`src/rtl/vi_frame_capture.sv`:
```
`default_nettype none
// vi_frame_capture: gathers Va..Ic from the solution stream into a shadow bank and
// commits complete frames to the power stage with a sta/busy/done handshake.
module vi_frame_capture #(
   parameter int                WIDTH   = 32,
   parameter int                ADDR_W  = 8,
   parameter logic [ADDR_W-1:0] ADDR_VA = 8'h10,
   parameter logic [ADDR_W-1:0] ADDR_VB = 8'h11,
   parameter logic [ADDR_W-1:0] ADDR_VC = 8'h12,
   parameter logic [ADDR_W-1:0] ADDR_IA = 8'h20,
   parameter logic [ADDR_W-1:0] ADDR_IB = 8'h21,
   parameter logic [ADDR_W-1:0] ADDR_IC = 8'h22,
   parameter int                TIMEOUT = 64,
   parameter int                CNT_W   = 8
) (
   input  logic              clk,
   input  logic              rst,
   input  logic              rst_user,
   input  logic              wr_en,
   input  logic [ADDR_W-1:0] wr_addr,
   input  logic [WIDTH-1:0]  wr_data,
   input  logic              frame_end,
   input  logic              done_sig,
   output logic [WIDTH-1:0]  Va,
   output logic [WIDTH-1:0]  Vb,
   output logic [WIDTH-1:0]  Vc,
   output logic [WIDTH-1:0]  Ia,
   output logic [WIDTH-1:0]  Ib,
   output logic [WIDTH-1:0]  Ic,
   output logic              sta,
   output logic              busy,
   output logic [CNT_W-1:0]  overrun_cnt,
   output logic [CNT_W-1:0]  missing_cnt,
   output logic              timeout_flag
);

   typedef enum logic [1:0] {
      S_IDLE  = 2'd0,
      S_ISSUE = 2'd1,
      S_WAIT  = 2'd2
   } state_t;

   localparam int              TO_W    = $clog2(TIMEOUT + 1);
   localparam logic [TO_W-1:0] TO_LAST = TO_W'(TIMEOUT - 1);

   state_t           r_state;
   logic [TO_W-1:0]  r_to_cnt;
   logic [5:0]       r_mask;
   logic [WIDTH-1:0] r_shadow [6];
   logic [WIDTH-1:0] r_out    [6];
   logic             r_sta;
   logic             r_busy;
   logic             r_timeout;
   logic [CNT_W-1:0] r_overrun;
   logic [CNT_W-1:0] r_missing;

   logic [5:0]       w_sel;
   logic [5:0]       w_mask_nx;
   logic [WIDTH-1:0] w_shadow_nx [6];
   logic             w_expired;
   logic             w_release;
   logic             w_free;
   logic             w_accept;
   logic             w_missing;
   logic             w_overrun;

   // Bit order of the mask and bank: Va, Vb, Vc, Ia, Ib, Ic from bit 0 upward.
   assign w_sel = {6{wr_en}} & {wr_addr == ADDR_IC, wr_addr == ADDR_IB, wr_addr == ADDR_IA,
                                wr_addr == ADDR_VC, wr_addr == ADDR_VB, wr_addr == ADDR_VA};

   always_comb begin
      for (int i = 0; i < 6; i++) begin
         w_shadow_nx[i] = w_sel[i] ? wr_data : r_shadow[i];
      end
   end

   assign w_mask_nx = r_mask | w_sel;
   assign w_expired = (r_state == S_WAIT) && !done_sig && (r_to_cnt == TO_LAST);
   assign w_release = (r_state == S_WAIT) && (done_sig || (r_to_cnt == TO_LAST));
   // A release frees the block in the same cycle, so a coincident frame_end is evaluated.
   assign w_free    = (r_state == S_IDLE) || w_release;
   assign w_accept  = frame_end && w_free && (&w_mask_nx);
   assign w_missing = frame_end && w_free && !(&w_mask_nx);
   assign w_overrun = frame_end && !w_free;

   always_ff @(posedge clk or negedge rst) begin
      if (!rst) begin
         r_state   <= S_IDLE;
         r_to_cnt  <= '0;
         r_mask    <= '0;
         r_sta     <= 1'b0;
         r_busy    <= 1'b0;
         r_timeout <= 1'b0;
         r_overrun <= '0;
         r_missing <= '0;
         for (int i = 0; i < 6; i++) begin
            r_shadow[i] <= '0;
            r_out[i]    <= '0;
         end
      end else if (rst_user) begin
         r_state   <= S_IDLE;
         r_to_cnt  <= '0;
         r_mask    <= '0;
         r_sta     <= 1'b0;
         r_busy    <= 1'b0;
         r_timeout <= 1'b0;
         r_overrun <= '0;
         r_missing <= '0;
         for (int i = 0; i < 6; i++) begin
            r_shadow[i] <= '0;
            r_out[i]    <= '0;
         end
      end else begin
         r_sta <= 1'b0;
         for (int i = 0; i < 6; i++) begin
            r_shadow[i] <= w_shadow_nx[i];
         end
         r_mask <= frame_end ? 6'b0 : w_mask_nx;

         case (r_state)
            S_IDLE: begin
               r_state <= S_IDLE;
            end
            S_ISSUE: begin
               r_state  <= S_WAIT;
               r_to_cnt <= '0;
            end
            S_WAIT: begin
               if (w_release) begin
                  r_busy  <= 1'b0;
                  r_state <= S_IDLE;
                  if (w_expired) begin
                     r_timeout <= 1'b1;
                  end
               end else begin
                  r_to_cnt <= r_to_cnt + 1'b1;
               end
            end
            default: begin
               r_state <= S_IDLE;
            end
         endcase

         // Acceptance overrides the release assignments above.
         if (w_accept) begin
            for (int i = 0; i < 6; i++) begin
               r_out[i] <= w_shadow_nx[i];
            end
            r_sta   <= 1'b1;
            r_busy  <= 1'b1;
            r_state <= S_ISSUE;
         end
         if (w_missing && (r_missing != '1)) begin
            r_missing <= r_missing + 1'b1;
         end
         if (w_overrun && (r_overrun != '1)) begin
            r_overrun <= r_overrun + 1'b1;
         end
      end
   end

   assign Va           = r_out[0];
   assign Vb           = r_out[1];
   assign Vc           = r_out[2];
   assign Ia           = r_out[3];
   assign Ib           = r_out[4];
   assign Ic           = r_out[5];
   assign sta          = r_sta;
   assign busy         = r_busy;
   assign overrun_cnt  = r_overrun;
   assign missing_cnt  = r_missing;
   assign timeout_flag = r_timeout;

endmodule
`default_nettype wire

```
`config.mk`:
```
export PLATFORM = sky130hd
export DESIGN_NAME = vi_frame_capture
export DESIGN_NICKNAME = d
export VERILOG_FILES = /design/src/rtl/vi_frame_capture.sv
export SDC_FILE = /design/constraint.sdc
export NUM_CORES = 1
export LEC_CHECK = 0
export ABC_AREA = 1
export CAP_MARGIN = 10
export CELL_PAD_IN_SITES_DETAIL_PLACEMENT = 1
export CELL_PAD_IN_SITES_GLOBAL_PLACEMENT = 1
export CORE_UTILIZATION = 43
export CTS_CLUSTER_SIZE = 12
export DETAILED_ROUTE_END_ITERATION = 10
export PLACE_DENSITY_LB_ADDON = 0.3
export SYNTH_ARGS = -nofsm -noshare
export SYNTH_HDL_FRONTEND = slang
export SYNTH_SLANG_ARGS = --single-unit
```
`constraint.sdc`:
```
create_clock -name clk -period 2.5 [get_ports clk]
set_input_delay 0.375 -clock clk [delete_from_list [all_inputs] [get_ports clk]]
set_output_delay 0.375 -clock clk [all_outputs]
set_load 0.01 [all_outputs]
```
# Yosys cells after proc, flatten, opt, wreduce, memory -nomap -nowiden
# Cells that the tools add are included.
[word_totals]
out_inout_bits = 211
wordCells = 98
reg_bits = 418
inputBits = 46
[op_classes]
addsub = 3
muxes = 32
n_reduce_logical = 28
eq_ne = 13
bitwise_logic = 2
[ops]
columns = ["op", "count"]
rows = [
  ["192-bit 2-to-1 mux", 3],
  ["32-bit 2-to-1 mux", 6],
  ["8-bit 2-to-1 mux", 4],
  ["8-bit by 5-bit equality test with 1-bit output (second input constant)", 3],
  ["8-bit by 6-bit equality test with 1-bit output (second input constant)", 3],
  ["8-bit by 1-bit adder with 8-bit output (second input constant)", 2],
  ["8-bit inequality test (second input constant)", 2],
  ["7-bit 2-to-1 mux", 2],
  ["7-bit one-hot mux with 2 select lines", 1],
  ["6-bit 2-to-1 mux", 2],
  ["2-bit nonzero test", 6],
  ["1-bit 2-to-1 mux", 10],
  ["1-bit logical AND", 9],
  ["3-bit nonzero test", 3],
  ["7-bit by 1-bit adder with 7-bit output (second input constant)", 1],
  ["7-bit by 6-bit equality test with 1-bit output (second input constant)", 1],
  ["6-bit bitwise AND", 1],
  ["2-bit 2-to-1 mux", 3],
  ["6-bit OR", 1],
  ["6-bit AND reduction", 1],
  ["4-bit inequality test (second input constant)", 1],
  ["2-bit one-hot mux with 2 select lines", 1],
  ["2-bit AND reduction", 2],
  ["1-bit logical NOT", 3],
  ["6 further kinds", 7],
]

# Logic depth before layout (Yosys ltp)
# Gate-level depths: netlist (run 1).
[logic_depth]
depth_word = 9
depth_mapped = 12
depth_no_buf = 12

# Least setup slack after synthesis (run 1)
# No wires, ideal clock.
[synth_timing]
path_type = "register to register"
from = "register r_to_cnt[0]"
to = "register r_out (netlist bit Ic[9])"
setup_slack_ps = 673
setup_ps = 130
n_path_buf = 2
synth_period_minus_slack_ps = 1827
arrival_time_ps = 1696
required_ps = 2370
stages_incl_launch_ff = 13
path_cell_list = "dfrtp_1 > ha_1 > nand3_1 > nor2_2 > nand3_2 > nand3_1 > nand2_1 > nor2_4 > nand3_4 > buf_6 > buf_6 > nand3_1 > o21ai_1"
[synth_between]
elab_chain_len = 7
[synth_lines]
columns = ["item", "line_no", "text"]
rows = [
  ["start, declared", "47", "logic [TO_W-1:0] r_to_cnt;"],
  ["start signal, assigned", "136", "r_to_cnt <= r_to_cnt + 1'b1;"],
  ["7-bit by 6-bit equality test with 1-bit output", "79", "assign w_release = (r_state == S_WAIT) && (done_sig || (r_to_cnt == TO_LAST));"],
  ["1-bit logical OR", "79", ""],
  ["1-bit logical AND", "79", ""],
  ["1-bit logical OR", "81", "assign w_free = (r_state == S_IDLE) || w_release;"],
  ["1-bit logical AND (2 in a row)", "82", "assign w_accept = frame_end && w_free && (&w_mask_nx);"],
  ["2-bit nonzero test (no line)", "--", ""],
  ["end signal, assigned by index", "147", "r_out[i] <= w_shadow_nx[i];"],
  ["end, declared", "50", "logic [WIDTH-1:0] r_out [6];"],
]
# Every way passes these cells.
# A chain may end at the register's enable or synchronous reset.

# Final worst setup path (run 1)
[layout_timing]
from = "register r_to_cnt[0]"
to = "register r_out (netlist bit Vb[9])"
# Same word-level chain as after synthesis.

==> summary.md, run 1 <==
| Metric | Value |
|---|---|
| GRT Overall Usage | 0.282 |
| Storage cell area | 10500 sq um |
| Synth Flop Type | dfrtp_1 |
| Crit end category | flop |
| Clk_lat worst skew | 0.58 ns |
| Port-buffer cells | 256 |
| DRT Pass-1 Iters | 5 |
| Number of distinct library cells after synthesis | 31 |
| Core Area | 42300 sq um |
| Static leakage | ~12 nW |
| Synth top area share | 0.561 |
| Final core utilization | 0.559 |
| Drt drc | 0 |
| Cell accounting for the most synthesized area | dfrtp_1 |
| Die H | 210 um |
| Final Skew | 0.0254 ns |
| Die footprint | 44200 sq um |
| Layout cells sized above 1 | 0.208 |
| Placed Area | around 22000 sq um |
| Period utilization | 0.956 |
| Area delta synth->final | 27.0% |
| Crit path from | r_to_cnt[0] |
| Critical path arrival | 2.82 ns |
| Post-DP HPWL | 39.3 mm |
| Fill cells | 4675 |
| Vias in the first global route | 15900 |
| CP startpoint kind | flop |
| I/O pin total | 257 |
| Root buf cell | clkbuf_16 |
| RSZ-0062 raised after global routing | true |
| Initial Util | 0.441 |
| Max cap viols | 0 |
| Worst Path Required | 2.93 ns |
| Synth area leaders | dfrtp_1 (56%), nor2_1 (7.0%), o21ai_2 (6.1%) |
| Clock-pin slew on the worst setup and hold paths | 0.06 ns |
| Total number of vias | 14700 |
| Final setup fails | 0 |
| CTS Buf Count | 46 |
| Post-Syn Instances | 1907 |
| Synthesized flop and latch total | 418 |
| Drt initial violations | 833 |
| Yosys warnings | 0 |
| Sequential area share after synthesis | 0.561 |
| Final wirelength | 60.7 mm |
| Initial antenna violation count | 1 |
| ANT nets after route | 0 |
| Final Cell Area | 23700 sq um |
| Setup Buffers After CTS | 0 |
| Vias per cell | around 5.3 |
| CP max FO | ~150 |
| Syn_nets | 1956 |
| TritonCTS clock tree | done |
| Row count | 75 |
| Final weighted congestion in routability-driven placement | roughly 0.85 |
| Slew Limit Fails | 0 |
| Global-route wire length before repair | 94.3 mm |
| Multi-input logic area | 6560 sq um |
| Nets | 2211 |
| RR Startpoint | r_to_cnt[0] |
| Max Root-Sink Buffers | 3 |
| Slew margin rel. | 0.479 |
| Cell Area, Synth | approximately 19000 sq um |
| Fraction of registers with async set/reset | 1.00 |
| Hold path start | rst_user |
| Crit path kind | flop to flop |
| CTS sink cnt | 418 |
| Gr ovfl total | 0 |
| Least-Margin Pin Slew | approximately 0.8 ns |
| Post-synth EDFFs | 0 |
| Avg Cell Area, Syn | 9.78 sq um |
| Largest net degree at the start of global routing | 149 |
| PwrDens | roughly 610 nW/um^2 |
| FMAX | 418 MHz |
| Hold Vio Cnt, Final | 0 |
| Worst vdd ir | 0.526 mV |
| Status | finished clean |
| Post-layout minimum cycle time | approximately 2.4 ns |
| Wire per inst | 21.9 um |
| Width of the die | between 200 and 250 um |
| H-tree Lvls | 2 |
| Hold Crit Class | primary input to flop |
## critical path: stages, from the launching register on
cell,delay [ns]
dfrtp_1,0.41
ha_1,0.22
nand3_1,0.14
nor2_2,0.14
nand3_2,0.12
nand3_1,0.10
nand2_1,0.12
nor2_4,0.16
nand3_4,0.13
buf_16,0.27
nand3_1,0.21
o21ai_2,0.07
## synthesized netlist by cell type, types with 3 or more instances
cell type and instances:
a21oi_1 13, buf_1 21, buf_2 12, buf_6 37
clkbuf_1 54, dfrtp_1 418, ha_1 3, inv_1 225
inv_2 8, nand2_1 60, nand2_2 4, nand3_1 126
nand3_2 92, nand3b_1 64, nor2_1 349, nor2_2 6
nor3_1 46, o21ai_0 7, o21ai_1 62, o21ai_2 130
o31ai_1 3, or2_2 64, or3_1 87, xor2_1 7
## logic make-up (layout without fill, tap and decap cells)
logic type / count (synthesis) / in the layout / share of synthesized area
and+or+nand+nor: 902 / 902 / 0.260
DFF: 418 / 418 / 0.561
buffers and inverters: 358 / 649 / 0.0878
AOI/OAI and AO/OA: 217 / 217 / 0.0851
xor gates and xnor gates: 9 / 9 / 0.00423
adders and majority gates: 3 / 3 / 0.00201
other: 0 / 1 / 0
## layout make-up
cell class / count / area share
diodes: 1 / 0.000106
clock buffers: 73 / 0.0601
clock inverters: 11 / 0.00565
multi-input cells: 1131 / 0.277
inverters: 234 / 0.0374
repair buffers: 331 / 0.147
well taps: 577 / 0.0305
flip-flops and latches: 418 / 0.442
## path summary, 6_finish.rpt
path / to / slack (ns) / cells after the start
worst min register to register: Ic[21] / 0.51 / 2
worst max register to register: Vb[9] / 0.11 / 11
min in group asynchronous: Ib[3] / 0.34 / 2
max in group asynchronous: r_shadow[179] / 1.32 / 3
worst min-delay path: sta / 0.28 / 2
worst max-delay path: Vb[9] / 0.11 / 11
## through the flow
| step | worst slack (ns) | hold WS, ns | instances | setup TNS (ns) | total power, W |
|---|---|---|---|---|---|
| 6_report | 0.110 | 0.275 | 2776 | 0 | 0.0144 |
| 2_1_floorplan | 0.673 | 0.0794 | 1907 | 0 | 0.00707 |
| 5_1_grt | -0.000454 | 0.309 | 2776 | -0.000454 | 0.0149 |
| 4_1_cts | 0.108 | 0.249 | 2775 | 0 | 0.0146 |
| 3_3_place_gp | 0.0457 | 0.360 | 2690 | 0 | 0.00756 |
| 3_5_place_dp | -0.0575 | 0.360 | 2690 | -0.507 | 0.00757 |
## power by group
| part | total [W] | switching [W] | internal, W |
|---|---|---|---|
| Sequential | 0.00679 | 0.0000122 | 0.00678 |
| Combinational | 0.000647 | 0.000483 | 0.000164 |
| Clock | 0.00700 | 0.00280 | 0.00420 |
| Total | 0.0144 | 0.00330 | 0.0111 |
## sequential cells by signal (all words and copies together) (netlist names), 2 cells and up
name / cells
r_shadow: 192
r_to_cnt: 7
Ia: 32
Vb: 32
r_state: 2
Vc: 32
Va: 32
missing_cnt: 8
Ic: 32
overrun_cnt: 8
r_mask: 6
Ib: 32
## repair_timing
item	4_1_cts	5_1_grt
endpoints found under the setup margin	0	9
resized for setup	0	3
hold buffers	1	0
endpoints found under the hold margin	50	0
## placed cells by master (no fill, tap or decap), types with 11 or more instances in the layout
master           synthesis  final
nand3b_1                64     64
buf_4                    0     47
or2_2                   64     64
o21ai_2                130    130
clkbuf_8                 0     15
a21oi_1                 13     13
nor2_1                 349    349
nand3_2                 92     94
buf_12                   0     27
or3_1                   87     87
nand2_1                 60     60
o21ai_1                 62     62
nor3_1                  46     46
inv_1                  225    225
nand3_1                126    124
clkbuf_1                54     11
clkdlybuf4s50_1          0    254
dfrtp_1                418    418
clkbuf_16                0     47
## layer usage
metal  routed length (um)  global-route usage  up-vias
met1                25400               0.364     7576
met5                    0                   0        -
met2                30100               0.474      361
met3                 2660              0.0355      103
met4                 2580               0.128        0
li1                     -                   -     6613
Note: power is estimated with default switching activity, not from simulation.
==> inputs of run 2 (changes only) <==
--- a/config.mk
+++ b/config.mk
@@ -6,10 +6,12 @@
 export NUM_CORES = 1
 export LEC_CHECK = 0
 export ABC_AREA = 1
+export ABC_CLOCK_PERIOD_IN_PS = 2100
 export CAP_MARGIN = 10
 export CELL_PAD_IN_SITES_DETAIL_PLACEMENT = 1
 export CELL_PAD_IN_SITES_GLOBAL_PLACEMENT = 1
-export CORE_UTILIZATION = 43
+export CORE_ASPECT_RATIO = 1.25
+export CORE_UTILIZATION = 38
 export CTS_CLUSTER_SIZE = 12
 export DETAILED_ROUTE_END_ITERATION = 10
 export PLACE_DENSITY_LB_ADDON = 0.3
==> constraint.sdc (replaced) <==
create_clock -name clk -period 2.1 [get_ports clk]
set_input_delay 0.315 -clock clk [delete_from_list [all_inputs] [get_ports clk]]
set_output_delay 0.315 -clock clk [all_outputs]
set_load 0.01 [all_outputs]
==> run 2 against run 1 <==
Setup slack worse by 0.11 ns. Die area grew 13%. Sequential power increased by 19%. Clock power up 8.6%. Sequential share of layout area decreased by 2.1 points. Core utilization decreased by 4.5 points. Total power up 14%. Critical endpoint is now Ia[14].
==> summary.md, run 2 (synthesis gave the netlist of run 1 again) <==
| Metric | Value |
|---|---|
| Post-layout minimum cycle time | 2.10 ns (-0.291 ns) |
| Row count | 90 (+20%) |
| Final wirelength | 63.2 mm (+4.2%) |
| Total number of vias | 14900 (+1.5%) |
| Storage cell area | 10500 sq um (unchanged) |
| Vias per cell | 5.11 (-3.2%) |
| PwrDens | 664 nW/um^2 (+8.8%) |
| Fill cells | 5292 (+13%) |
| CTS sink cnt | 418 (unchanged) |
| Slew Limit Fails | 0 (unchanged) |
| Nets | 2287 (+3.4%) |
| Status | finished clean |
| Layout cells sized above 1 | 0.242 (+0.0340) |
| Static leakage | 12.3 nW (+4.7%) |
| CP startpoint kind | flop |
| Crit end category | flop |
| CTS Buf Count | 44 (-4.3%) |
| Global-route wire length before repair | 93.7 mm (-0.69%) |
| Core Area | 48300 sq um (+14%) |
| FMAX | 477 MHz (+14%) |
| Max Root-Sink Buffers | 3 (unchanged) |
| Gr ovfl total | 0 (unchanged) |
| H-tree Lvls | 2 (unchanged) |
| Worst vdd ir | 0.484 mV (-8.0%) |
| Vias in the first global route | 15800 (-1.1%) |
| Critical path arrival | 2.56 ns (-0.26 ns) |
| Period utilization | 0.999 (+0.0434) |
| Max cap viols | 0 (unchanged) |
| Root buf cell | clkbuf_16 |
| Hold Vio Cnt, Final | 0 (unchanged) |
| DRT Pass-1 Iters | 5 (unchanged) |
| Slew margin rel. | 0.618 (+0.139) |
| Largest register FFs | 192 (unchanged) |
| Die H | 250 um (+19%) |
| ANT nets after route | 0 (unchanged) |
| Final Power | 0.0165 W (+14%) |
| Drt initial violations | 730 (-12%) |
| Hold Crit Class | primary input to flop |
| Most flops, register | r_shadow |
| GRT Overall Usage | 0.244 (-0.0378) |
| Initial antenna violation count | 1 (unchanged) |
| Commonest non-fill, non-tap cells in the layout | dfrtp_1 (418), nor2_1 (349), clkdlybuf4s50_1 (254), inv_1 (225), o21ai_2 (145) |
| Post-DP HPWL | 40.8 mm (+3.8%) |
| Worst Path Required | 2.56 ns (-0.37 ns) |
| Final setup fails | 0 (unchanged) |
| Ant. Diodes | 0 (-1) |
| Crit path kind | flop to flop |
| Port-buffer cells | 256 (unchanged) |
| Clock-pin slew on the worst setup and hold paths | 0.06 ns (about the same) |
| PnR worst setup slack | 0.00175 ns (-0.109 ns) |
| Initial Util | 0.386 (-0.0546) |
| Area delta synth->final | 33.3% |
| CP max FO | 8 (-95%) |
| Wire per inst | 21.7 um (-0.74%) |
| Largest net degree at the start of global routing | 79 (-47%) |
| Final weighted congestion in routability-driven placement | 0.805 (-5.6%) |
| Pre-CTS WS | -0.341 ns (-0.284 ns) |
| Final Skew | 0.00943 ns (-0.0160 ns) |
| Width of the die | 200 um (-4.8%) |
| Multi-input logic area | 6710 sq um (+2.3%) |
| Most common cell after layout, fill and taps aside | dfrtp_1 |
| TritonCTS clock tree | done |
| Drt drc | 0 (unchanged) |
| RSZ-0062 raised after global routing | true |
| Clk_lat worst skew | 0.57 ns (about the same) |
| Die footprint | 50000 sq um (+13%) |
| Least-Margin Pin Slew | 0.572 ns (-0.208 ns) |
| I/O pin total | 257 (unchanged) |
[run 2: final timing paths]
check | endpoint | depth (start not counted) | slack, ns | startpoint
max in group asynchronous | r_shadow[117] | 3 | 1.08 | rst
min in group asynchronous | r_shadow[131] | 2 | 0.26 | rst
hold reg to reg | timeout_flag | 2 | 0.49 | timeout_flag
setup / recovery | Ia[14] | 13 | 0.002 | r_to_cnt[1]
setup reg to reg | Ia[14] | 13 | 0.002 | r_to_cnt[1]
hold / removal | r_shadow[161] | 2 | 0.21 | rst_user
[run 2: critical path, stage by stage (launching register included)]
cell       delay, ns
dfrtp_1         0.41
ha_4            0.17
nand3_4         0.09
nor2_4          0.13
nand3_2         0.09
nand3_2         0.10
nand2_4         0.06
nor2_4          0.18
nand3_4         0.10
buf_12          0.16
clkbuf_16       0.19
clkbuf_16       0.19
nand3_2         0.06
o21ai_2         0.05
[run 2: what timing repair did]
action                                  CTS  global route
resized for setup                         4            54
endpoints found under the hold margin    40             0
setup buffers                             0             8
endpoints found under the setup margin   70           165
cloned                                    0            23
hold buffers                              1             0
pin swaps                                 1             4
[run 2: where the power goes]
group          total, W  internal [W]  switching (W)
logic          0.000816      0.000231       0.000585
clock network   0.00760       0.00432        0.00328
registers       0.00808       0.00807      0.0000148
[run 2: area by class of cell]
| cell class | count | share of cell area |
|---|---|---|
| Multi-Input combinational cell | 1131 | 0.270 |
| Inverter | 234 | 0.0356 |
| Sequential cell | 418 | 0.421 |
| Clock inverter | 5 | 0.00201 |
| Tap cell | 644 | 0.0324 |
| Timing Repair Buffer | 409 | 0.187 |
| Clock buffer | 72 | 0.0522 |
[run 2: stage by stage]
step	instance area (sq um)	hold WS, ns	utilization	TNS [ns]	instances
2_1_floorplan	18600	0.0194	-	0	1907
3_3_place_gp	22600	0.276	0.468	-66.69	2804
3_5_place_dp	22600	0.285	0.468	-74.05	2804
4_1_cts	24000	0.201	0.497	0	2882
5_1_grt	24900	0.223	0.515	-6.07	2913
6_report	24900	0.210	0.515	0	2913
[run 2: per-layer routing]
metal,up-vias,part of all wire,wire length [um],track usage
met5,-,0,0,0
met4,0,0.040,2510,0.113
met3,95,0.037,2310,0.0300
met2,337,0.50,31800,0.412
met1,7668,0.42,26600,0.312
li1,6779,-,-,-
